**src/rtl/mod_if_burst_producer.sv**
```systemverilog
// Fixed-length burst producer: offers BURST_LEN beats with incrementing addr/data under a req/grant handshake.
// Three-state FSM (IDLE/REQ/DONE) with registered outputs and abort/reset cancellation.
module mod_if_burst_producer #(
    parameter int                ADDR_W    = 8,
    parameter int                DATA_W    = 8,
    parameter int                BURST_LEN = 4,
    parameter logic [ADDR_W-1:0] BASE_ADDR = ADDR_W'(8'h12),
    parameter logic [DATA_W-1:0] BASE_DATA = DATA_W'(8'h34)
) (
    input  logic              clk,
    input  logic              rst,
    input  logic              start,
    input  logic              abort,
    input  logic              grant,
    output logic              req,
    output logic [ADDR_W-1:0] addr,
    output logic [DATA_W-1:0] data,
    output logic [7:0]        beat_cnt,
    output logic              busy,
    output logic              done,
    output logic              req_inv
);

    typedef enum logic [1:0] {
        ST_IDLE = 2'd0,
        ST_REQ  = 2'd1,
        ST_DONE = 2'd2
    } state_t;

    localparam logic [7:0] LAST_CNT = 8'(BURST_LEN - 1);

    state_t            state_r;
    state_t            state_nxt_s;
    logic [ADDR_W-1:0] addr_r;
    logic [ADDR_W-1:0] addr_nxt_s;
    logic [DATA_W-1:0] data_r;
    logic [DATA_W-1:0] data_nxt_s;
    logic [7:0]        cnt_r;
    logic [7:0]        cnt_nxt_s;
    logic              req_r;
    logic              req_nxt_s;
    logic              busy_r;
    logic              busy_nxt_s;
    logic              done_r;
    logic              done_nxt_s;
    logic              last_s;

    assign last_s = (cnt_r == LAST_CNT);

    // State and output registers; reset abandons any burst in flight.
    always_ff @(posedge clk or negedge rst) begin
        if (!rst) begin
            state_r <= ST_IDLE;
            addr_r  <= '0;
            data_r  <= '0;
            cnt_r   <= 8'd0;
            req_r   <= 1'b0;
            busy_r  <= 1'b0;
            done_r  <= 1'b0;
        end else begin
            state_r <= state_nxt_s;
            addr_r  <= addr_nxt_s;
            data_r  <= data_nxt_s;
            cnt_r   <= cnt_nxt_s;
            req_r   <= req_nxt_s;
            busy_r  <= busy_nxt_s;
            done_r  <= done_nxt_s;
        end
    end

    // Next-state logic; abort outranks a same-cycle grant.
    always_comb begin
        state_nxt_s = state_r;
        case (state_r)
            ST_IDLE: begin
                if (start) state_nxt_s = ST_REQ;
                else       state_nxt_s = ST_IDLE;
            end
            ST_REQ: begin
                if (abort)                state_nxt_s = ST_IDLE;
                else if (grant && last_s) state_nxt_s = ST_DONE;
                else                      state_nxt_s = ST_REQ;
            end
            ST_DONE: state_nxt_s = ST_IDLE;
            default: state_nxt_s = ST_IDLE;
        endcase
    end

    // Output/datapath logic: next values of the registered outputs.
    always_comb begin
        addr_nxt_s = addr_r;
        data_nxt_s = data_r;
        cnt_nxt_s  = cnt_r;
        case (state_r)
            ST_IDLE: begin
                if (start) begin
                    addr_nxt_s = BASE_ADDR;
                    data_nxt_s = BASE_DATA;
                    cnt_nxt_s  = 8'd0;
                end else begin
                    cnt_nxt_s  = cnt_r;
                end
            end
            ST_REQ: begin
                if (!abort && grant) begin
                    cnt_nxt_s = cnt_r + 8'd1;
                    // The last beat keeps its addr/data visible through DONE.
                    if (!last_s) begin
                        addr_nxt_s = addr_r + ADDR_W'(1);
                        data_nxt_s = data_r + DATA_W'(1);
                    end else begin
                        addr_nxt_s = addr_r;
                    end
                end else begin
                    cnt_nxt_s = cnt_r;
                end
            end
            default: cnt_nxt_s = cnt_r;
        endcase
        req_nxt_s  = (state_nxt_s == ST_REQ);
        busy_nxt_s = (state_nxt_s == ST_REQ) || (state_nxt_s == ST_DONE);
        done_nxt_s = (state_nxt_s == ST_DONE);
    end

    assign req      = req_r;
    assign addr     = addr_r;
    assign data     = data_r;
    assign beat_cnt = cnt_r;
    assign busy     = busy_r;
    assign done     = done_r;
    assign req_inv  = ~req_r;

endmodule
```
**config.mk**
```make
export PLATFORM = sky130hd
export DESIGN_NAME = mod_if_burst_producer
export DESIGN_NICKNAME = d
export VERILOG_FILES = /design/src/rtl/mod_if_burst_producer.sv
export SDC_FILE = /design/constraint.sdc
export NUM_CORES = 1
export LEC_CHECK = 0
export CAP_MARGIN = 40
export CORE_MARGIN = 8
export CORE_UTILIZATION = 50
export DETAILED_ROUTE_END_ITERATION = 6
export GPL_TIMING_DRIVEN = 0
export HOLD_SLACK_MARGIN = 0.12
export PLACE_DENSITY = 0.83
export SLEW_MARGIN = 20
export SYNTH_ARGS = -nofsm -noshare
export SYNTH_HDL_FRONTEND = slang
export SYNTH_SLANG_ARGS = --single-unit
```
**constraint.sdc**
```tcl
create_clock -name clk -period 5 [get_ports clk]
set_input_delay 0.75 -clock clk [delete_from_list [all_inputs] [get_ports clk]]
set_output_delay 0.75 -clock clk [all_outputs]
set_load 0.02 [all_outputs]
```
==> run_results.csv, run 1 <==
group,metric,value,unit
synth,synth-async-reset-ratio,100,%
sta,whs,0.429,ns
synth,synth_ff_type,"dfrtp_1",
sta,hold_viol,0,
sta,tns,0,ns
pwr,peakVddDrop,312,µV
detailed_routing,totalWireLength,3.58,mm
pwr,p_leak,0.807,nW
global_routing,grt_pass1_wl,6.17,mm
global_routing,grt_usage,15.3,%
finish,final_area,0.00189,mm²
critical_path,critPathKind,"in -> reg",
critical_path,worstPathMaxFanout,10,
clocking,cts_buffers,5,
pwr,power.density,367,mW/mm²
synth,synth_fp_nets,152,
synth,yosys_warnings,0,
clocking,clk_latency,0.33,ns
critical_path,crit_path_end_kind,"register",
global_routing,grt_pass1_vias,1325,
detailed_routing,avgViaCountPerCell,6.00,
detailed_routing,wl_per_cell,16.8,µm
critical_path,worst_ep_arrival_time,2.48,ns
clocking,cts_buffer_depth,2,
clocking,htree_levels,2,
placed_design,dp_hpwl,2.64,mm
placed_design,place_worst_setup_slack,2.42,ns
detailed_routing,route.detailed.drc,0,
detailed_routing,drt_first_pass_iters,4,
detailed_routing,vias,1277,
placed_design,portBuffers,32,
placed_design,place_area,0.00181,mm²
detailed_routing,ant_nets,0,
synth,netlist_instances,142,
global_routing,grt_max_degree,30,
sta,finalSetupViolCount,0,
worst_hold_path,min_path_type,"in -> async",
synth,postSynthAreaPerCell,10.2,µm²
die,io_pins,33,
global_routing,grt_antenna_before_repair,0,
synth,netlist.area_leader.share,49.9,%
synth,yosys.cell_types.count,40,
synth,synth.area.top_cells,"dfrtp_1 50%, nand2_1 4.6%, ha_1 4.3%",
synth,ys_ff_latch,29,
sta,finalMaxSlewViolations,0,
sta,min_period,2.25,ns
sta,rsz0062_at_grt,"no",
detailed_routing,drtIter0Drc,76,
synth,ys_seq_area_share,49.9,%
placed_design,gp_congestion,0.818,
die,dieArea,0.00489,mm²
finish,layout-drive-gt1-share,9.34,%
sta,finalCritPeriodShare,45.0,%
finish,num-fill-cells,221,
finish,diodes,0,
synth,synth.top_cells.by_count,"29 x dfrtp_1, 18 x nand2_1, 12 x o21ai_0, 9 x nor2_1, 7 x nand3_1",
finish,fin_cells,213,
clocking,clk_pin_slew,0.10,ns
die,die_w,69.9,µm
clocking,hold_buffers,0,
clocking,post_cts_buffers,0,
critical_path,rrSetupSlack,3.04,ns
pwr,total_power,696,µW
synth,syn_area,0.00146,mm²
critical_path,worstSetupStartpointType,"input port",
status,status,"completed",
die,initial_utilization,52.8,%
placed_design,placedCellCount,205,
synth,synth_edf_count,0,
sta,max_clock_freq,444,MHz
global_routing,grt_overflow,0,
clocking,clock_sinks,29,
die,die_h,69.9,µm
synth,synth.most_common_cell,"dfrtp_1",
finish,utilization,68.7,%
finish,area_delta_synth_final,30.2,%
critical_path,cp.required,5.23,ns
clocking,cts_root_buf,"clkbuf_4",
die,rows,19,
run,drv_cap,0,
sta,worst_slack,2.75,ns
sta,relSlewSlack,50.4,%
sta,finalClockSkew,0.0112,ns
synth,yosys.area.top_type,"dfrtp_1",
clocking,cts_tree,"yes",
finish,nNetsFinal,191,
clocking,cts_resized,0,
sta,tightest_slew,0.741,ns
die,core,0.00276,mm²
-- path summary, 6_finish.rpt --
kind	startpoint	to	cells past startpoint
max	abort	addr[7]	6
min	rst	data[5]	1
max reg2reg	beat_cnt[0]	busy	7
min reg2reg	data[5]	data[5]	1
max in group asynchronous	rst	req	1
min in group clk	data[5]	data[5]	1
-- metal layers --
layer | GRT usage, % | part of all wire (%) | up-vias
li1 | - | - | 605
met3 | 7.20 | 6.6 | 4
met1 | 16.8 | 44 | 638
met5 | 0 | 0 | -
met2 | 25.2 | 48 | 30
met4 | 5.58 | 1.3 | 0
-- final cells by class --
| class | instances | area [µm²] | share of cell area (%) |
|---|---|---|---|
| clock buffers | 7 | 55.1 | 2.91 |
| well taps | 31 | 38.8 | 2.05 |
| flip-flops and latches | 29 | 726 | 38.3 |
| inverters | 3 | 11.3 | 0.594 |
| multi-input cells | 109 | 714 | 37.7 |
| clock inverters | 1 | 30.0 | 1.59 |
| repair buffers | 32 | 315 | 16.6 |
| plain buffers | 1 | 3.75 | 0.198 |
-- registers in the layout, indices dropped and copies added, names as in the netlist --
name	cells
addr	8
data	8
state_r	2
beat_cnt	8
busy	1
req	1
done	1
-- critical path, cell delays in order --
cell,delay [ns]
clkdlybuf4s50_1,0.46
nand4bb_1,0.21
clkbuf_1,0.24
a32oi_1,0.49
o21ai_1,0.13
a22o_1,0.21
-- report_power, final --
part	leakage, nW	internal (mW)	switching [mW]	total, mW
registers	0.371	0.263	0.0415	0.305
clock network	0.0455	0.119	0.0831	0.202
logic	0.390	0.0849	0.104	0.189
-- placed cells by master, fill, tap and decap left out, types with 2 or more instances in the layout --
cell and instances:
or3_1 2, ha_1 5, xnor2_1 4, a21oi_1 6
nor3_1 4, a21o_1 4, nand2_1 18, o21ai_0 12
clkdlybuf4s50_1 31, nand3_1 7, nor2_1 9, inv_1 3
clkbuf_4 5, nor4_1 3, a31oi_1 4, and3_1 2
nand4_1 4, a22o_1 2, dfrtp_1 29, o21ai_1 2
clkbuf_1 2
-- cells by family after synthesis --
group	after synthesis	share of synthesized area, %
flops	29	49.9
xor+xnor	4	2.41
fa+ha+maj	5	4.30
mux	1	0.688
simple gates	58	21.6
buf+inv	4	1.03
compound gates	41	20.1
Note: power is estimated with default switching activity, not from simulation.
==> run 2: changes to the inputs <==
--- a/config.mk
+++ b/config.mk
@@ -7,11 +7,11 @@
 export LEC_CHECK = 0
 export CAP_MARGIN = 40
 export CORE_MARGIN = 8
-export CORE_UTILIZATION = 50
+export CORE_UTILIZATION = 44
 export DETAILED_ROUTE_END_ITERATION = 6
 export GPL_TIMING_DRIVEN = 0
 export HOLD_SLACK_MARGIN = 0.12
-export PLACE_DENSITY = 0.83
+export PLACE_DENSITY = 0.77
 export SLEW_MARGIN = 20
 export SYNTH_ARGS = -nofsm -noshare
 export SYNTH_HDL_FRONTEND = slang
==> constraint.sdc (replaced) <==
create_clock -name clk -period 1.9 [get_ports clk]
set_input_delay 0.285 -clock clk [delete_from_list [all_inputs] [get_ports clk]]
set_output_delay 0.285 -clock clk [all_outputs]
set_load 0.02 [all_outputs]
==> run_results.csv, run 2 (synthesis results as in run 1) <==
group,metric,value,unit
status,status,"completed",
die,die_h,73.5,µm
global_routing,grt_pass1_wl,6.19,mm
die,die_w,73.5,µm
detailed_routing,route.detailed.drc,0,
finish,layout-drive-gt1-share,14.5,%
clocking,cts_root_buf,"clkbuf_4",
detailed_routing,vias,1263,
critical_path,r2r-start,"beat_cnt[3]",
clocking,cts_buffer_depth,2,
critical_path,crit_end,"busy",
global_routing,grt_antenna_before_repair,0,
sta,hold_viol,0,
finish,regArea,728,µm²
critical_path,critPathKind,"reg -> reg",
clocking,cts_tree,"yes",
global_routing,grt_usage,14.7,%
detailed_routing,ant_nets,0,
detailed_routing,avgViaCountPerCell,5.44,
critical_path,r2r_end,"busy",
finish,area_delta_synth_final,36.9,%
sta,tightest_slew,0.640,ns
detailed_routing,wl_per_cell,16.0,µm
detailed_routing,drtIter0Drc,89,
global_routing,grt_overflow,0,
placed_design,gp_congestion,0.811,
detailed_routing,wl_met1,1.59,mm
critical_path,worstSetupStartpointType,"register",
sta,min_period,1.86,ns
die,dieArea,0.00540,mm²
clocking,clock_sinks,29,
critical_path,crit_path_end_kind,"register",
critical_path,rrSetupSlack,0.04,ns
clocking,htree_levels,2,
finish,layout_common_cells,"31 x clkdlybuf4s50_1, 27 x dfrtp_1, 18 x nand2_1",
sta,finalCritPeriodShare,97.8,%
detailed_routing,drt_first_pass_iters,4,
sta,finalMaxSlewViolations,0,
global_routing,grt_max_degree,30,
die,initial_utilization,44.7,%
pwr,power.density,942,mW/mm²
detailed_routing,totalWireLength,3.71,mm
detailed_routing,top_layer_used,"met4",
critical_path,critPathSlowestCell,"or4b_4",
finish,multi_input_area,758,µm²
critical_path,startpoint,"beat_cnt[3]",
critical_path,cp.required,2.17,ns
critical_path,r2r_cells,6,
sta,whs,0.507,ns
clocking,clk_latency,0.33,ns
placed_design,dp_hpwl,2.58,mm
clocking,cts_buffers,5,
run,drv_cap,0,
pwr,peakVddDrop,582,µV
clocking,clk_pin_slew,0.10,ns
global_routing,grt_pass1_vias,1313,
sta,max_clock_freq,538,MHz
critical_path,cp_cell_sequence,"or4b_4 -> nor2_4 -> nand2_1 -> a21oi_2 -> ha_1 -> inv_1",
critical_path,worstPathMaxFanout,7,
finish,utilization,61.1,%
die,rows,21,
critical_path,worst_ep_arrival_time,2.13,ns
worst_hold_path,min_path_type,"in -> async",
sta,relSlewSlack,57.4,%
detailed_routing,wl_met2,1.88,mm
finish,nNetsFinal,195,
sta,finalSetupViolCount,0,
die,io_pins,33,
sta,finalClockSkew,0.0132,ns
finish,num-fill-cells,292,
finish,mostFrequentLayoutCell,"clkdlybuf4s50_1",
pwr,total_power,1.88,mW
die,core,0.00326,mm²
placed_design,portBuffers,32,
finish,diodes,0,
sta,rsz0062_at_grt,"no",
detailed_routing,met3_length,191,µm
pwr,p_leak,0.826,nW
critical_path,worst_path_largest_cell_delay,0.65,ns
run 2: through the flow:
stage / setup WS [ns] / std cells / area (µm²) / setup TNS [ns]
after floorplan: 0.0524 / 142 / 1460 / 0
after global placement: -0.219 / 220 / 1840 / -2.01
after detailed placement: -0.255 / 220 / 1830 / -2.79
after CTS: 0.00653 / 230 / 1950 / 0
after global routing: 0.000767 / 232 / 1990 / 0
final: 0.0412 / 232 / 1990 / 0
run 2: worst min-delay path by stage:
stage / startpoint / end / cells after the start
floorplan: rst / addr[0] / 0
global placement: data[7] / data[7] / 1
detailed placement: rst / addr[6] / 1
CTS: data[7] / data[7] / 1
global route: data[7] / data[7] / 1
finish: rst / data[6] / 2
run 2: final cells by class:
class,count,share of cell area (%)
Inverter,3,0.565
Sequential cell,29,36.6
Buffer,1,0.188
Clock inverter,1,1.51
Timing Repair Buffer,36,17.5
Tap cell,46,2.89
Multi-Input combinational cell,109,38.1
Clock buffer,7,2.76
run 2: repair_timing:
item                                   4_1_cts  5_1_grt
setup endpoints to repair                    2       15
hold buffers                                 1        0
endpoints found under the hold margin       29        0
setup buffers                                1        2
gates resized for setup                      4        4
pin swaps                                    0        2
run 2: worst max-delay path: cells and delay by family (launching register included):
family	cells	cell delay [ns]
AO/OA/AOI/OAI	1	0.18
flip-flops	1	0.47
adder cells (fa/ha/maj)	1	0.24
buffers and inverters	1	0.05
AND/OR/NAND/NOR	3	0.88
run 2: where the power goes:
part	switching, mW	internal [mW]
registers	0.110	0.694
logic	0.288	0.247
clock network	0.223	0.314
total	0.622	1.26
run 2: metal layers:
| metal | up-vias | GRT usage [%] |
|---|---|---|
| met4 | 0 | 5.32 |
| met5 | - | 0 |
| li1 | 616 | - |
| met3 | 5 | 5.59 |
| met1 | 613 | 16.3 |
| met2 | 29 | 24.8 |
==> variant 1 (settings of run 2) <==
The 3 states of `state_t` get a one-hot encoding in 3 bits.
--- a/src/rtl/mod_if_burst_producer.sv
+++ b/src/rtl/mod_if_burst_producer.sv
@@ -21,10 +21,10 @@
     output logic              req_inv
 );
 
-    typedef enum logic [1:0] {
-        ST_IDLE = 2'd0,
-        ST_REQ  = 2'd1,
-        ST_DONE = 2'd2
+    typedef enum logic [2:0] {
+        ST_IDLE = 3'b001,
+        ST_REQ  = 3'b010,
+        ST_DONE = 3'b100
     } state_t;
 
     localparam logic [7:0] LAST_CNT = 8'(BURST_LEN - 1);
Behaviour: no difference found for any inputs over 10 cycles, from zero or initial values and one cycle with rst low; not proved beyond that.
==> variant 1 against run 2 <==
Combinational power is 16% lower; hold slack better by 17 ps; worst setup slack worse by 0.62 ps; sequential power is 7.2% lower; final area is 3.6% higher; wire length is 12% higher; sequential share of layout area is 0.11 points lower; area after synthesis is 5.4% higher; count of clock-buffer cells in the layout stayed put; power is 17% lower; clock skew is 6.3 ps lower; sequential cell count is 1 higher; highest routed layer unchanged.
==> variant 1: results (changes against run 2) <==
Power
  • Worst ir drop on vdd: 0.000537 V (-7.7%)
  • P_int: 1.02 mW (-19%)
  • Total power: 1.55 mW (-17%)
  • Static leakage: 0.795 nW (-3.7%)
  • Combinational cell power: 0.449 mW (-16%)
  • Clk network pwr share: 22.9% (-5.7 points)

Logic synthesis
  • #FFs+latches synth: 30 (+3.4%)
  • Synth top area cells: dfrtp_1 47%, o31ai_1 4.4%, a21oi_1 4.2%, or4_1 3.9%, nand2_1 3.4%
  • Post-synthesis compound-gate area fraction: 17.9% (-2.2 points)
  • Mux cell area share after synthesis: 1.31% (+0.62 points)
  • Syn Area/Cell: 9.77 sq um (-4.7%)
  • Post-Syn Nets: 165 (+8.6%)
  • Post-synthesis sequential area ratio: 49.0% (-0.85 points)
  • Synth unique cells: 39 (-2.5%)
  • Adder-cell share of the synthesized area: 2.45% (-1.9 points)
  • Post-synth top cells: 29 x dfrtp_1, 14 x nand2_1, 13 x a21oi_1
  • XOR/XNOR Fraction of Synth Area: 1.71% (-0.69 points)

Cells and area
  • Share of cells above drive strength 1: 16.0% (+1.5 points)
  • Fraction of area in registers: 36.4% (-0.11 points)
  • Fill cells: 308 (+5.5%)
  • Core Util, Final: 61.8% (+0.69 points)
  • # nets final: 208 (+6.7%)
  • Clock buf/inv share: 2.18% (-2.1 points)
  • Multi-In Gates: 115 (+5.5%)
  • Fraction of area in multi-input gates: 38.6% (+0.50 points)
  • Post-route insts no fill: 246 (+6.0%)
  • Bufs w/o clock: 44 (+19%)
  • # clk buffers: 7 (unchanged)
  • NonClk Buf Share: 19.3% (+1.6 points)
  • Inverters, non-clock: 4 (+1)

Clock tree
  • Num CTS Buffers: 5 (unchanged)
  • Maximum clock path buffer count: 2 (unchanged)
  • Cts repair resizes: 3 (-1)
  • CTS Hold Buffers Added: 1 (unchanged)

Timing
  • Final period utilization: 97.9% (about the same)
  • Clock Skew: 6.94 ps (-6.27 ps)
  • Slew headroom: 54.5% (-2.9 points)

Setup path
  • CP max FO: 9 (+2)
  • Slowest CP cell: or4_1
  • Worst path max stage delay: 520 ps (-130 ps)

Placement
  • DP Area: 1910 sq um (+4.2%)
  • Pre-CTS WS: -301 ps (-45.8 ps)
  • GPL Wtd Cong: 0.868 (+7.0%)
  • Dpl hpwl: 2.84 mm (+10%)
  • Placed insts: 235 (+6.8%)

Route
  • Routed WL: 4.18 mm (+12%)
  • M1 WL: 1.71 mm (+7.1%)
  • Met3 routed WL: 302 um (+58%)
  • WL met2: 2.14 mm (+14%)
  • DR iter-0 viols: 104 (+17%)
  • Vias per Instance: 5.76 (+5.7%)

GRT
  • Largest net degree at the start of global routing: 31 (+3.3%)
  • Met2 Usage GRT: 25.9% (+1.1 points)
  • GRT Util Overall: 15.6% (+0.86 points)
  • First-pass GRT wire length: 6.71 mm (+8.4%)
  • Met1 usage in global routing: 17.5% (+1.3 points)
  • Vias in the first global route: 1432 (+9.1%)
  • Grt met3 use: 5.86% (+0.27 points)

Run status
  • Status: completed
## variant 1: cell types whose count changed after synthesis, sizes merged, moves of 3 or more
cell / before / now
a21o: 5 / 1
o21ai: 15 / 8
nand2: 18 / 14
nor4: 3 / 0
a21oi: 7 / 13
nor2: 9 / 12
or4: 0 / 8
o31ai: 1 / 9
clkbuf: 1 / 4
buf: 0 / 4
and4: 0 / 3
## variant 1: path summary, 6_finish.rpt
check                            from           to  slack (ps)  depth (start not counted)
setup / recovery                grant  beat_cnt[5]          40                          7
hold / removal                    rst      data[4]         520                          2
setup reg to reg           state_r[0]  beat_cnt[5]          40                          6
hold reg to reg               addr[0]      addr[0]         560                          1
max in group asynchronous         rst   state_r[1]         940                          2
min in group clk              addr[0]      addr[0]         560                          1
## variant 1: worst max-delay path, delay by kind of cell
family / cells / cell delay, ps
AO/OA/AOI/OAI: 2 / 350
buffers and inverters: 3 / 830
AND/OR/NAND/NOR: 2 / 640
==> variant 2 (config.mk and constraints of run 2) <==
Without the edit above. `DATA_W`: 8 -> 12.
--- a/src/rtl/mod_if_burst_producer.sv
+++ b/src/rtl/mod_if_burst_producer.sv
@@ -2,7 +2,7 @@
 // Three-state FSM (IDLE/REQ/DONE) with registered outputs and abort/reset cancellation.
 module mod_if_burst_producer #(
     parameter int                ADDR_W    = 8,
-    parameter int                DATA_W    = 8,
+    parameter int                DATA_W    = 12,
     parameter int                BURST_LEN = 4,
     parameter logic [ADDR_W-1:0] BASE_ADDR = ADDR_W'(8'h12),
     parameter logic [DATA_W-1:0] BASE_DATA = DATA_W'(8'h34)
Interface: changed (resized data); port bits go from 33 to 37. No check against the original RTL was run, so the function may have changed too.
==> variant 2 against run 2 <==
Sequential cell count rose by 4; sequential share of layout area fell by 1.5 points; highest routed layer unchanged; final area grew 19%; worst setup slack improved by 1.9 ps; wire length up 5.4%; clock skew down 6.3 ps; sequential power grew 7.8%; die area grew 10%; power rose by 14%; critical endpoint is now addr[7]; area after synthesis grew 13%.
==> variant 2: results (changes against run 2) <==
Logic synthesis
  • Post-Syn Nets: 182 (+20%)
  • Synth unique cells: 31 (-23%)
  • Adder-cell share of the synthesized area: 3.81% (-0.49 points)
  • Synth top area cells: dfrtp_1 50%, nand2_1 4.8%, o21ai_0 4.6%, ha_1 3.8%, or3_1 3.8%
  • XOR/XNOR Fraction of Synth Area: 3.20% (+0.79 points)
  • Mux cell area share after synthesis: 1.83% (+1.1 points)
  • Syn Inst Count: 172 (+21%)

GRT
  • GRT Util Overall: 13.9% (-0.83 points)
  • Met1 usage in global routing: 16.0% (-0.28 points)
  • Largest net degree at the start of global routing: 20 (-33%)
  • First-pass GRT wire length: 6.71 mm (+8.5%)
  • Grt met3 use: 5.48% (-0.12 points)
  • Met2 Usage GRT: 20.9% (-3.9 points)

Route
  • Routed WL: 3.91 mm (+5.4%)
  • WL met2: 1.79 mm (-4.8%)
  • Vias per Instance: 5.39 (-1.1%)
  • DR iter-0 viols: 127 (+43%)

Cells and area
  • # nets final: 236 (+21%)
  • Fraction of area in registers: 35.1% (-1.5 points)
  • Area of the multi-input gates: 837 sq um (+10%)
  • Bufs w/o clock: 52 (+41%)
  • Fill cells: 306 (+4.8%)
  • Multi-In Gates: 128 (+17%)
  • Core Util, Final: 65.0% (+3.9 points)

Setup path
  • Worst path arrival time: 2080 ps (-50 ps)
  • Register-to-Register Path Depth: 4 (-2)
  • Slowest CP cell: or4_1
  • Reg-to-reg endpoint: addr[7]
  • CP max FO: 8 (+1)
  • Worst Setup SP: state_r[0]
  • Worst reg2reg path startpoint: state_r[0]

Placement
  • Pre-CTS WS: -425 ps (-170 ps)
  • Placed insts: 258 (+17%)
  • I/O Buffers: 36 (+13%)

Timing
  • Clock Skew: 6.87 ps (-6.35 ps)
  • Hold slack: 443 ps (-64.1 ps)
  • Worst Tran Pin Value: 487 ps (-152 ps)

Floorplan
  • Core area: 3630 sq um (+12%)

Clock tree
  • Skew-Pair Late Insertion Delay: 300 ps (-30 ps)
  • Root buffer cell: clkbuf_8

Run status
  • Status: completed

Power
  • Static leakage: 0.985 nW (+19%)
-- variant 2: cell count changes in the layout (fill, tap and decap cells not counted), sizes merged, moves of 4 or more --
cell           run 2  this run
buf                4        13
dfrtp             29        33
a31oi              4         0
nand2b             0         4
xor2               0         4
a21o               5         1
nand3              7        12
or3                3        10
-- variant 2: timing repair --
action	4_1_cts	5_1_grt
endpoints found under the setup margin	19	21
gates resized for setup	11	19
setup buffers	2	4
hold buffers	1	0
hold endpoints to repair	14	0
gates cloned	0	1
pin swaps	2	2
-- variant 2: where the power goes --
part	switching (mW)	internal (mW)
clock	0.266	0.427
combinational	0.305	0.267
sequential	0.0930	0.774
total	0.664	1.47
-- variant 2: worst reg2reg max path, cell delays in order (launching register included) --
cell and delay, ps:
dfrtp_2 430, or3b_4 400, a32o_2 300, or4_1 510
a21oi_1 150
-- variant 2: worst max-delay path by stage --
stage / to / slack (ps)
after detailed placement: data[4] / -420
final: addr[7] / 40
after global placement: busy / -710
after CTS: busy / 4
after floorplan: data[11] / 9
after global routing: data[3] / -5
